### src/rtl/code_lock_4_pkg.sv
// Shared definitions for the code_lock_4 digit lock.
// Holds the FSM state encoding and the default parameter values.
// No logic; imported by code_lock_4 and nibble_eq.
package code_lock_4_pkg;

    typedef enum logic [1:0] {
        ST_LOCKED = 2'd0,
        ST_OPEN   = 2'd1,
        ST_PROG   = 2'd2,
        ST_ALARM  = 2'd3
    } state_t;

    localparam int          DEF_NDIG       = 4;
    localparam int          DEF_MAX_FAIL   = 3;
    localparam int          DEF_ALARM_LEN  = 16;
    localparam logic [15:0] DEF_RESET_CODE = 16'h1234;

endpackage

### src/rtl/code_lock_4_nibble_eq.sv
// Purpose: exact 4-bit equality of an entered digit against a stored digit.
// Latency: combinational, zero cycles.
// Backpressure: none; pure function of its inputs.
// Ports: i_a, i_b - digits to compare; o_eq - high when identical.
module nibble_eq
    import code_lock_4_pkg::*;
(
    input  logic [3:0] i_a,
    input  logic [3:0] i_b,
    output logic       o_eq
);

    assign o_eq = (i_a == i_b);

endmodule

### src/rtl/code_lock_4.sv
// Purpose: NDIG-digit code lock with programming mode and fail-count alarm.
// Latency: outputs registered; unlocked rises the cycle after the last correct digit.
// Backpressure: none; digit_vld is sampled every edge and ignored in OPEN/ALARM.
// Ports:
//   clk, rst_n          - clock, asynchronous active-low reset
//   digit, digit_vld    - entered digit and its qualifier
//   relock, prog        - level controls used in OPEN (relock also aborts PROG)
//   unlocked, alarm     - state indications (OPEN/PROG, ALARM)
//   fail_cnt, digit_idx - consecutive wrong entries, next digit position
module code_lock_4
    import code_lock_4_pkg::*;
#(
    parameter int                NDIG       = DEF_NDIG,
    parameter int                MAX_FAIL   = DEF_MAX_FAIL,
    parameter int                ALARM_LEN  = DEF_ALARM_LEN,
    parameter logic [NDIG*4-1:0] RESET_CODE = DEF_RESET_CODE
)(
    input  logic       clk,
    input  logic       rst_n,
    input  logic [3:0] digit,
    input  logic       digit_vld,
    input  logic       relock,
    input  logic       prog,
    output logic       unlocked,
    output logic       alarm,
    output logic [1:0] fail_cnt,
    output logic [1:0] digit_idx
);

    localparam int               TW         = $clog2(ALARM_LEN + 1);
    localparam logic [TW-1:0]    TIMER_LAST = TW'(ALARM_LEN - 1);
    localparam logic [1:0]       LAST_IDX   = 2'(NDIG - 1);
    // One bit wider than fail_cnt so a MAX_FAIL of 4 still compares correctly.
    localparam logic [2:0]       FAIL_LIMIT = 3'(MAX_FAIL);

    state_t              r_state;
    logic [NDIG*4-1:0]   r_code;
    logic [NDIG*4-1:0]   r_shadow;
    logic [1:0]          r_idx;
    logic [1:0]          r_fail;
    logic                r_mis;
    logic                r_unlocked;
    logic                r_alarm;
    logic [TW-1:0]       r_timer;

    logic [3:0]          w_code_dig;
    logic                w_eq;
    logic                w_mis_now;
    logic [2:0]          w_fail_inc;
    logic [NDIG*4-1:0]   w_prog_code;

    assign w_code_dig = r_code[r_idx*4 +: 4];

    nibble_eq u_nibble_eq (
        .i_a  (digit),
        .i_b  (w_code_dig),
        .o_eq (w_eq)
    );

    // Mismatch including the digit being accepted this edge.
    assign w_mis_now  = r_mis | ~w_eq;
    assign w_fail_inc = {1'b0, r_fail} + 3'd1;

    // Shadow with the current digit merged in; used both to update the shadow
    // and, on the final digit, as the complete new code committed in one edge.
    always_comb begin
        w_prog_code = r_shadow;
        w_prog_code[r_idx*4 +: 4] = digit;
    end

    always_ff @(posedge clk or negedge rst_n) begin
        if (!rst_n) begin
            r_state    <= ST_LOCKED;
            r_code     <= RESET_CODE;
            r_shadow   <= '0;
            r_idx      <= 2'd0;
            r_fail     <= 2'd0;
            r_mis      <= 1'b0;
            r_unlocked <= 1'b0;
            r_alarm    <= 1'b0;
            r_timer    <= '0;
        end else begin
            case (r_state)
                ST_LOCKED: begin
                    if (digit_vld) begin
                        if (r_idx == LAST_IDX) begin
                            r_idx <= 2'd0;
                            r_mis <= 1'b0;
                            if (!w_mis_now) begin
                                r_state    <= ST_OPEN;
                                r_unlocked <= 1'b1;
                                r_fail     <= 2'd0;
                            end else if (w_fail_inc == FAIL_LIMIT) begin
                                r_state <= ST_ALARM;
                                r_alarm <= 1'b1;
                                r_fail  <= 2'd0;
                                r_timer <= '0;
                            end else begin
                                r_fail <= w_fail_inc[1:0];
                            end
                        end else begin
                            r_idx <= r_idx + 2'd1;
                            r_mis <= w_mis_now;
                        end
                    end
                end

                ST_OPEN: begin
                    // relock has priority over prog.
                    if (relock) begin
                        r_state    <= ST_LOCKED;
                        r_unlocked <= 1'b0;
                        r_idx      <= 2'd0;
                        r_mis      <= 1'b0;
                    end else if (prog) begin
                        r_state  <= ST_PROG;
                        r_shadow <= '0;
                        r_idx    <= 2'd0;
                    end
                end

                ST_PROG: begin
                    // relock aborts programming; the stored code is untouched.
                    if (relock) begin
                        r_state    <= ST_LOCKED;
                        r_unlocked <= 1'b0;
                        r_shadow   <= '0;
                        r_idx      <= 2'd0;
                        r_mis      <= 1'b0;
                    end else if (digit_vld) begin
                        if (r_idx == LAST_IDX) begin
                            r_code   <= w_prog_code;
                            r_shadow <= '0;
                            r_state  <= ST_OPEN;
                            r_idx    <= 2'd0;
                        end else begin
                            r_shadow <= w_prog_code;
                            r_idx    <= r_idx + 2'd1;
                        end
                    end
                end

                ST_ALARM: begin
                    // Timer counts edges spent in ALARM; exit after ALARM_LEN cycles.
                    if (r_timer == TIMER_LAST) begin
                        r_state <= ST_LOCKED;
                        r_alarm <= 1'b0;
                        r_idx   <= 2'd0;
                        r_mis   <= 1'b0;
                    end else begin
                        r_timer <= r_timer + TW'(1);
                    end
                end

                default: begin
                    r_state    <= ST_LOCKED;
                    r_unlocked <= 1'b0;
                    r_alarm    <= 1'b0;
                    r_idx      <= 2'd0;
                end
            endcase
        end
    end

    assign unlocked  = r_unlocked;
    assign alarm     = r_alarm;
    assign fail_cnt  = r_fail;
    assign digit_idx = r_idx;

endmodule

### config.mk
export PLATFORM = sky130hd
export DESIGN_NAME = code_lock_4
export DESIGN_NICKNAME = d
export VERILOG_FILES = /design/src/rtl/code_lock_4_pkg.sv /design/src/rtl/code_lock_4_nibble_eq.sv /design/src/rtl/code_lock_4.sv
export SDC_FILE = /design/constraint.sdc
export NUM_CORES = 1
export LEC_CHECK = 0
export ABC_AREA = 0
export CAP_MARGIN = 20
export CORE_MARGIN = 2
export CORE_UTILIZATION = 50
export CTS_CLUSTER_SIZE = 14
export DETAILED_ROUTE_END_ITERATION = 12
export GPL_ROUTABILITY_DRIVEN = 0
export HOLD_SLACK_MARGIN = 0.12
export MAX_ROUTING_LAYER = met4
export PLACE_DENSITY = 0.8
export SETUP_SLACK_MARGIN = 0.5
export SLEW_MARGIN = 20
export SYNTH_ARGS = -nofsm -noshare
export SYNTH_HDL_FRONTEND = slang
export SYNTH_HIERARCHICAL = 1
export SYNTH_SLANG_ARGS = --single-unit
### constraint.sdc
create_clock -name clk -period 5.1 [get_ports clk]
set_clock_uncertainty 0.05 [all_clocks]
set_input_delay 0.51 -clock clk [delete_from_list [all_inputs] [get_ports clk]]
set_output_delay 0.51 -clock clk [all_outputs]
set_load 0.01 [all_outputs]
### Yosys cells after proc, flatten, opt, wreduce, memory -nomap -nowiden

Cells that the tools add are included.

| word-level totals | value |
|---|---|
| flip-flop bits (word level) | 46 |

| operators by class | value |
|---|---|
| equality and inequality tests | 21 |
| reduce and logical (&&, ||, !) cells | 14 |
| muxes and demuxes | 46 |
| shift operators | 3 |
| add/subtract/negate cells | 4 |
| bitwise logic cells | 3 |

Operators by type and width:

| kind | count |
|---|---|
| 2-to-1 mux 16 bit | 5 |
| 2-to-1 mux 2 bit | 17 |
| negation 4 -> 34 bit | 1 |
| variable shift 4 x 34 -> 16 bit (first input constant) | 1 |
| variable part select 4 x 34 -> 16 bit | 1 |
| one-hot mux 16 bit (2 select lines) | 1 |
| 2-to-1 mux 5 bit | 5 |
| inequality test 2 bit (second input constant) | 9 |
| bitwise mux 16 bit | 1 |
| one-hot mux 2 bit (4 select lines) | 2 |
| variable part select 16 x 5 -> 4 bit | 1 |
| inequality test 3 bit (second input constant) | 4 |
| AND reduction 6 bit | 2 |
| 2-to-1 mux 1 bit | 11 |
| one-hot mux 5 bit (2 select lines) | 1 |
| AND reduction 4 bit | 2 |
| AND reduction 7 bit | 1 |
| == test 2 bit (second input constant) | 3 |
| AND reduction 3 bit | 2 |
| nonzero test 2 bit | 3 |
| adder 5 x 1 -> 5 bit (second input constant) | 1 |
| == test 5 x 4 -> 1 bit (second input constant) | 1 |
| AND reduction 5 bit | 1 |
| == test 4 bit | 1 |
| 12 further kinds | 14 |

### Depth between registers and ports, before layout

Gate-level depths: netlist of run 1.

| depth | value |
|---|---|
| depth after elaboration | 8 |
| gate-level depth with buffers | 8 |
| depth with buffers taken out | 7 |

### By module

Netlist of run 1, hierarchy kept.

By module, submodules not included:

| module | area each (um^2) | cells an instance | instances |
|---|---|---|---|
| code_lock_4 | 2507.4 | 246 | 1 |
| nibble_eq | 47.5 | 5 | 1 |

### Least setup slack after synthesis of run 1

Ideal clock, no wire load.

| path | value |
|---|---|
| path type | flip-flop to flip-flop |
| from | reg r_idx[0] (netlist: digit_idx[0]) |
| to | reg r_timer[3] |
| slack | 2447 ps |
| cell stages (with the launch flop) | 9 |
| arrival time | 2464 ps |
| library setup time | 140 ps |
| data required time | 4910 ps |
| buffers on the path | 1 |
| cell sequence | dfrtp_1 -> buf_2 -> mux4_2 -> xor2_1 -> nor4_2 -> nand2b_1 -> a31oi_1 -> or2_4 -> o311ai_2 |

| between the ends | value |
|---|---|
| word-level cells in the longest chain between the ends | 6 |

RTL lines:

| item | RTL line | source |
|---|---|---|
| from (decl) | code_lock_4.sv:39 | `logic [1:0] r_idx;` |
| from (signal assigned) | code_lock_4.sv:102 | `r_idx <= r_idx + 2'd1;` |
| from (signal assigned) | code_lock_4.sv:138 | `r_idx <= r_idx + 2'd1;` |
| variable part select 16 x 5 -> 4 bit | code_lock_4.sv:52 | `assign w_code_dig = r_code[r_idx*4 +: 4];` |
| named net w_code_dig[1] | code_lock_4.sv:46 | `logic [3:0] w_code_dig;` |
| == test 4 bit | code_lock_4_nibble_eq.sv:13 | `assign o_eq = (i_a == i_b);` |
| named net w_eq | code_lock_4.sv:47 | `logic w_eq;` |
| inverter 1 bit | code_lock_4.sv:61 | `assign w_mis_now = r_mis \| ~w_eq;` |
| bitwise OR 1 bit | code_lock_4.sv:61 |  |
| inequality test 2 bit (no line) | - |  |
| AND reduction 6 bit (no line) | - |  |
| to (signal assigned) | code_lock_4.sv:151 | `r_timer <= r_timer + TW'(1);` |
| to (decl) | code_lock_4.sv:44 | `logic [TW-1:0] r_timer;` |

The timed path passes the listed nets, and every way through them passes these cells.
A chain may end at the register's enable or synchronous reset.

### Worst setup path in the final report of run 1

Ends and elaborated chain as after synthesis.

==> reports/qor.yml, run 1 <==
cts.repair_timing.setup_buffer_count: 0
wl_per_cell_um: 15.9
chipHeight_um: 75.5
globalRouteTotalUtil_pct: 21.1
crit_path_cells: "mux4_2 > xor2_1 > nor4_2 > nand2b_1 > a31oi_1 > or2_4 > o311ai_2"
num_cts_buffers: 5
fraction_of_final_layout_cells_with_drive_strength_greater_than_1_pct: 10.5
post-route-drc-count: 0
placedCellCount: 329
grt_pass1_vias: 1790
drt-vias-per-instance: 5.73
timing.fmax_mhz: 334
startpoint_type: "register"
timing.critical_path.required_ns: 5.21
detail_route.first_pass.iterations: 4
critical_path.max_stage_delay_ns: 0.73
place.detailed.hpwl_mm: 3.89
gr-total-overflow: 0
grt_start_max_net_pins: 47
worst_slew_pin_slew_ns: 0.998
floorplan.die.width_um: 75.5
vdd.ir_drop.worst_mv: 0.161
synth.cell_area_mm2: 0.00255
timing_hold_violations_final: 0
finalWorstPathRequiredPeriod_ns: 2.99
ctsRootBufferMaster: "clkbuf_8"
p_per_area_mw_per_mm2: 414
antenna_found_initial: 0
setup_viol: 0
io_pins: 15
routed_wl_mm: 5.36
num_antenna_cells: 0
final_antenna_net_count: 0
power_mw: 1.18
power.leakage_nw: 1.18
run_status: "completed"
synthCells: 251
number_of_buffers_inserted_for_hold_repair_after_clock_tree_synthesis: 0
postCtsResizedCells: 0
via_count: 1931
cp_top_family: "simple AND/OR/NAND/NOR gates"
num-nets-final: 287
ys_ff_latch: 46
drt-initial-drc-count: 190
syn-mean-instance-area_um2: 10.2
endpoint_kind: "register"
yosysSeqAreaShare_pct: 45.3
whs_ns: 0.157
critical-path-slowest-cell: "dfrtp_1"
core_area_mm2: 0.00501
yosys.cell_types.count: 42
worst_hold_class: "in2async"
critical_path_peak_fanout: 16
tritoncts: "built"
dpl_worst_slack_ns: 2.10
timing.final.ws_setup_ns: 2.11
dieArea_mm2: 0.00570
crit_path_arrival_time_ns: 3.10
grt_pass1_wl_mm: 8.82
numClockSinks: 46
ys.warnings.count: 6
final.setup.tns_ns: 0
clk_transition_reported_paths_ns: 0.09
syn_nets: 272
timing_max_transition_violations_final: 0
timing.slew.headroom_pct: 33.3
critical_path.n_buffers_inverters: 0
final.period_utilization_pct: 58.6
grt_setup_unrepaired: "false"
port_buffers: 14
drv.max_cap_violation_count: 0
rows: 26
bufs_on_longest_clock_path: 2
critPathKind: "reg2reg"
syn_to_final_growth_pct: 11.3
initial_utilization_pct: 51.0
cts_htree_levels: 2
worst_skew_pair.late_latency_ns: 0.29
layout.cells.non_filler: 337
==> through the flow <==
step / util (%) / cell area [µm²]
floorplan: - / 2550
finish: 56.7 / 2840
global route: 56.7 / 2840
global placement: 54.8 / 2750
CTS: 56.7 / 2840
detailed placement: 54.8 / 2750
==> state kept, by name, indices dropped and copies added, names as in the netlist <==
| register | flops |
|---|---|
| fail_cnt | 2 |
| alarm | 1 |
| r_mis | 1 |
| r_shadow | 16 |
| digit_idx | 2 |
| unlocked | 1 |
| r_timer | 5 |
| r_code | 16 |
| r_state | 2 |
==> cell usage after synthesis, drive strengths merged <==
cell type,instances,share of area (%)
or2,1,0.34
o31ai,1,0.29
buf,3,0.83
nand3,6,1.2
o311ai,1,0.64
o41ai,1,0.34
a221oi,1,0.59
nand2,23,3.4
a21oi,18,3.5
and4,2,0.69
o21ai,33,6.8
clkbuf,3,0.44
nand4,2,0.49
a32o,3,1.2
a311oi,1,0.34
a22o,4,1.4
a31oi,2,0.49
and3,3,0.73
nand2b,8,2.0
dfrtp,41,40
nor3,2,0.39
nor4b,2,0.93
o2bb2ai,13,4.5
mux4,4,3.5
xor2,4,1.4
a41oi,1,0.34
nor4,1,0.49
dfstp,5,5.1
mux2i,2,0.78
a21o,1,0.29
nand3b,2,0.59
inv,9,1.3
nor3b,2,0.59
nor2,8,1.2
o211ai,1,0.29
ha,12,5.9
mux2,3,1.3
nor2b,22,5.4
==> worst reg2reg max path, cell delays in order (launching register included) <==
cell,delay [ns]
dfrtp_1,0.73
mux4_2,0.59
xor2_1,0.18
nor4_2,0.37
nand2b_1,0.20
a31oi_1,0.41
or2_4,0.23
o311ai_2,0.10
==> cell type report <==
cell class                      count  area [µm²]
Tap cell                           70        87.6
Multi-Input combinational cell    190        1330
Timing Repair Buffer               14         138
Inverter                            9        33.8
Clock buffer                        6        82.6
Sequential cell                    46        1160
Clock inverter                      2        12.5
Fill cell                         433        2170
==> per-layer routing <==
metal  wire [µm]  up-vias  global-route usage, %  part of all wire (%)
met3         213        6                   3.44                   4.0
met2        2420       63                   30.0                    45
met5           0        -                      -                     0
met4          61        0                   6.43                   1.1
met1        2660      912                   31.0                    50
li1            -      950                      -                     -
==> cells by family after synthesis <==
kind of cell	after synthesis	synth area share [%]
adder cells (fa/ha/maj)	12	5.88
AND/OR/NAND/NOR	84	18.3
AO/OA/AOI/OAI	81	20.9
XOR/XNOR	4	1.37
flip-flops	46	45.3
multiplexers	9	5.63
buffers and inverters	15	2.60
==> where the power goes <==
part / total (mW) / switching, mW / internal (mW) / leakage (nW)
logic: 0.481 / 0.285 / 0.196 / 0.528
registers: 0.470 / 0.0619 / 0.408 / 0.607
clock network: 0.227 / 0.118 / 0.109 / 0.0472
==> path summary, 6_finish.rpt <==
kind / startpoint / slack, ns / depth (start not counted) / end
max: digit_idx[0]$_DFFE_PN0P_ / 2.11 / 7 / r_timer[3]$_DFFE_PN0P_
min: rst_n / 0.16 / 1 / fail_cnt[1]$_DFFE_PN0P_
max reg2reg: digit_idx[0]$_DFFE_PN0P_ / 2.11 / 7 / r_timer[3]$_DFFE_PN0P_
min reg2reg: r_shadow[13]$_DFFE_PN0P_ / 0.44 / 1 / r_shadow[13]$_DFFE_PN0P_
max in group asynchronous: rst_n / 4.45 / 1 / r_shadow[11]$_DFFE_PN0P_
min in group clk: r_shadow[13]$_DFFE_PN0P_ / 0.44 / 1 / r_shadow[13]$_DFFE_PN0P_
==> cell usage in the layout (no fill, tap or decap), types with 2 or more instances in the layout <==
master	netlist	routed
dfrtp_1	41	41
o21ai_0	29	29
nand2_1	23	23
nor2b_1	22	22
a21oi_1	18	18
o2bb2ai_1	13	13
clkdlybuf4s50_1	0	13
ha_1	12	12
inv_1	9	9
nand2b_1	8	8
nor2_1	8	8
nand3_1	6	6
clkbuf_8	0	6
dfstp_2	5	5
mux4_2	4	4
a22o_1	4	4
xor2_1	4	4
and3_1	3	3
mux2_2	3	3
a32o_1	3	3
mux2i_1	2	2
o21ai_1	2	2
nand4_1	2	2
o21ai_2	2	2
and4_1	2	2
a31oi_1	2	2
nand3b_1	2	2
nor3b_1	2	2
nor3_1	2	2
Note: power is estimated with default switching activity, not from simulation.
==> run 2: changes to the inputs <==
Clock period 5.1 ns to 3.1 ns, I/O delays scaled along.
==> run 2 against run 1 <==
Effect of this change:
- die area unchanged
- setup slack got worse by 1.5 ns
- hold slack improved by 0.28 ns
- sequential share of layout area down 0.70 points
- highest routed layer unchanged
- maximum frequency increased by 20%
- critical path type unchanged
- first-iteration DRC count is 28% lower
- non-clock buffer count up 6
- critical path depth up 1
==> reports/qor.yml, run 2 (synthesis results as in run 1) <==
run_status: "completed"
critPathKind: "reg2reg"
core_area_mm2: 0.00501  # unchanged
crit-reg2reg-launch: "digit_idx[0]$_DFFE_PN0P_"
numClockSinks: 46  # unchanged
num-nets-final: 293  # +2.1%
grt_start_max_net_pins: 47  # unchanged
final_antenna_net_count: 0  # unchanged
final.setup.tns_ns: 0  # unchanged
finalWorstPathRequiredPeriod_ns: 2.50  # -0.493 ns
globalRouteTotalUtil_pct: 21.3  # +0.16 points
rows: 26  # unchanged
grt_setup_unrepaired: "true"
p_per_area_mw_per_mm2: 674  # +63%
bufs_on_longest_clock_path: 2  # unchanged
syn_to_final_growth_pct: 13.3
drv.max_cap_violation_count: 0  # unchanged
startpoint_type: "register"
psw_uw: 772  # +66%
placedCellCount: 331  # +0.61%
endpoint_kind: "register"
detail_route.first_pass.iterations: 4  # unchanged
power.clock.fraction_pct: 18.3  # -1.0 points
io_pins: 15  # unchanged
power.leakage_nw: 1.21  # +2.3%
layout_commonest_cell: "dfrtp_1"
drt-vias-per-instance: 5.67  # -1.0%
worst-r2r-cell-count: 8  # +1
initial_utilization_pct: 51.0  # unchanged
gr-total-overflow: 0  # unchanged
fraction_of_final_layout_cells_with_drive_strength_greater_than_1_pct: 12.8  # +2.3 points
worst_hold_class: "reg2reg"
setup_viol: 0  # unchanged
grt_pass1_wl_mm: 8.67  # -1.7%
worst_skew_pair.late_latency_ns: 0.30  # about the same
port_buffers: 14  # unchanged
timing.hold.worst_path_depth: 2
timing.final.ws_setup_ns: 0.602  # -1.51 ns
floorplan.die.width_um: 75.5  # unchanged
timing.fmax_mhz: 400  # +20%
via_count: 1945  # +0.73%
wl_per_cell_um: 15.7  # -1.4%
num_cts_buffers: 5  # unchanged
dieArea_mm2: 0.00570  # unchanged
crit_path_arrival_time_ns: 2.64  # -0.46 ns
critical_path_peak_fanout: 5  # -11
routed_wl_mm: 5.38  # +0.35%
capture_instance_of_the_worst_register_to_register_path: "unlocked$_DFFE_PN0P_"
timing.critical_path.required_ns: 3.24  # -1.97 ns
place.detailed.hpwl_mm: 3.99  # +2.7%
grt_pass1_vias: 1782  # -0.45%
power_report.internal_total_mw: 1.18  # +65%
clk_transition_reported_paths_ns: 0.09  # about the same
layout.cells.non_filler: 343  # +1.8%
reg2reg_setup_slack_ns: 0.60  # -1.51 ns
chipHeight_um: 75.5  # unchanged
timing_max_transition_violations_final: 0  # unchanged
reg.largest.list: "r_code (16), r_shadow (16), r_timer (5)"
vdd.ir_drop.worst_mv: 0.368  # +130%
min_delay_worst_endpoint: "r_code[2]$_DFFE_PN1P_"
timing.slew.headroom_pct: 59.4  # +26 points
dpl_worst_slack_ns: 0.391  # -1.71 ns
drt-initial-drc-count: 136  # -28%
antenna_found_initial: 0  # unchanged
ctsRootBufferMaster: "clkbuf_8"
worst_slew_pin_slew_ns: 0.609  # -0.389 ns
worstHoldStart: "r_code[2]$_DFFE_PN1P_"
tritoncts: "built"
final.period_utilization_pct: 80.6  # +22 points
num_antenna_cells: 0  # unchanged
power.share.sequential_pct: 38.9  # -1.0 points
post-route-drc-count: 0  # unchanged
timing_hold_violations_final: 0  # unchanged
power.share.combinational_pct: 42.8  # +2.0 points
switching_fraction_pct: 39.6  # +0.098 points
most-common-layout-cells: "40 x dfrtp_1, 28 x o21ai_0, 23 x nand2_1, 22 x nor2b_1, 18 x a21oi_1"
cts_htree_levels: 2  # unchanged
fillCellCount: 448  # +3.5%
[run 2: what timing repair did]
item | 4_1_cts | 5_1_grt
buffers inserted | 2 | 1
gates resized for setup | 1 | 2
pin swaps | 1 | 1
endpoints found under the setup margin | 6 | 6
hold buffers | 0 | 1
hold endpoints to repair | 0 | 41
[run 2: area by class of cell]
type	count	area, µm²	share of cell area [%]
multi-input combinational	190	1340	46.4
sequential	46	1160	40.0
timing repair buffer	20	185	6.40
tap	70	87.6	3.03
clock buffer	6	72.6	2.51
inverter	9	33.8	1.17
clock inverter	2	13.8	0.475
[run 2: stage by stage]
step | utilization (%) | hold slack [ns] | power (mW) | instance area [µm²]
floorplan | - | -0.0356 | 1.34 | 2560
CTS | 57.3 | 0.160 | 1.95 | 2870
global placement | 55.2 | 0.413 | 1.56 | 2770
global route | 57.8 | 0.451 | 2.08 | 2900
finish | 57.8 | 0.434 | 1.95 | 2900
detailed placement | 55.2 | 0.420 | 1.58 | 2770
[run 2: worst max-delay path: stages (launching register included)]
cell,delay (ns)
dfrtp_2,0.46
mux4_2,0.53
xor2_1,0.18
nor4_2,0.36
nand2b_1,0.20
buf_4,0.18
o21ai_0,0.14
o31ai_1,0.09
a22o_1,0.23
[run 2: routing by layer]
| metal | vias up | track usage [%] | part of all wire (%) |
|---|---|---|---|
| met5 | - | - | 0 |
| met4 | 0 | 8.19 | 2.1 |
| met3 | 15 | 4.10 | 3.2 |
| met2 | 37 | 30.7 | 48 |
| met1 | 930 | 29.8 | 47 |
| li1 | 963 | - | - |
[run 2: how the worst max path moves through the flow]
stage	cells after the start	from	slack (ns)	endpoint
finish	8	digit_idx[0]$_DFFE_PN0P_	0.60	unlocked$_DFFE_PN0P_
global route	7	digit_idx[0]$_DFFE_PN0P_	0.44	r_timer[4]$_DFFE_PN0P_
CTS	7	digit_idx[0]$_DFFE_PN0P_	0.51	r_state[1]$_DFFE_PN0P_
detailed placement	7	digit_idx[0]$_DFFE_PN0P_	0.39	r_state[1]$_DFFE_PN0P_
global placement	7	digit_idx[0]$_DFFE_PN0P_	0.49	r_state[1]$_DFFE_PN0P_
floorplan	8	digit_idx[0]$_DFFE_PN0P_	0.50	r_state[1]$_DFFE_PN0P_
[run 2: power groups by stage]
stage          clock [mW]  sequential, mW  combinational, mW
2_1_floorplan           0           0.754              0.587
3_3_place_gp            0           0.765              0.794
3_5_place_dp            0           0.770              0.806
4_1_cts             0.368           0.758              0.820
5_1_grt             0.399           0.772              0.913
6_report            0.357           0.758              0.836
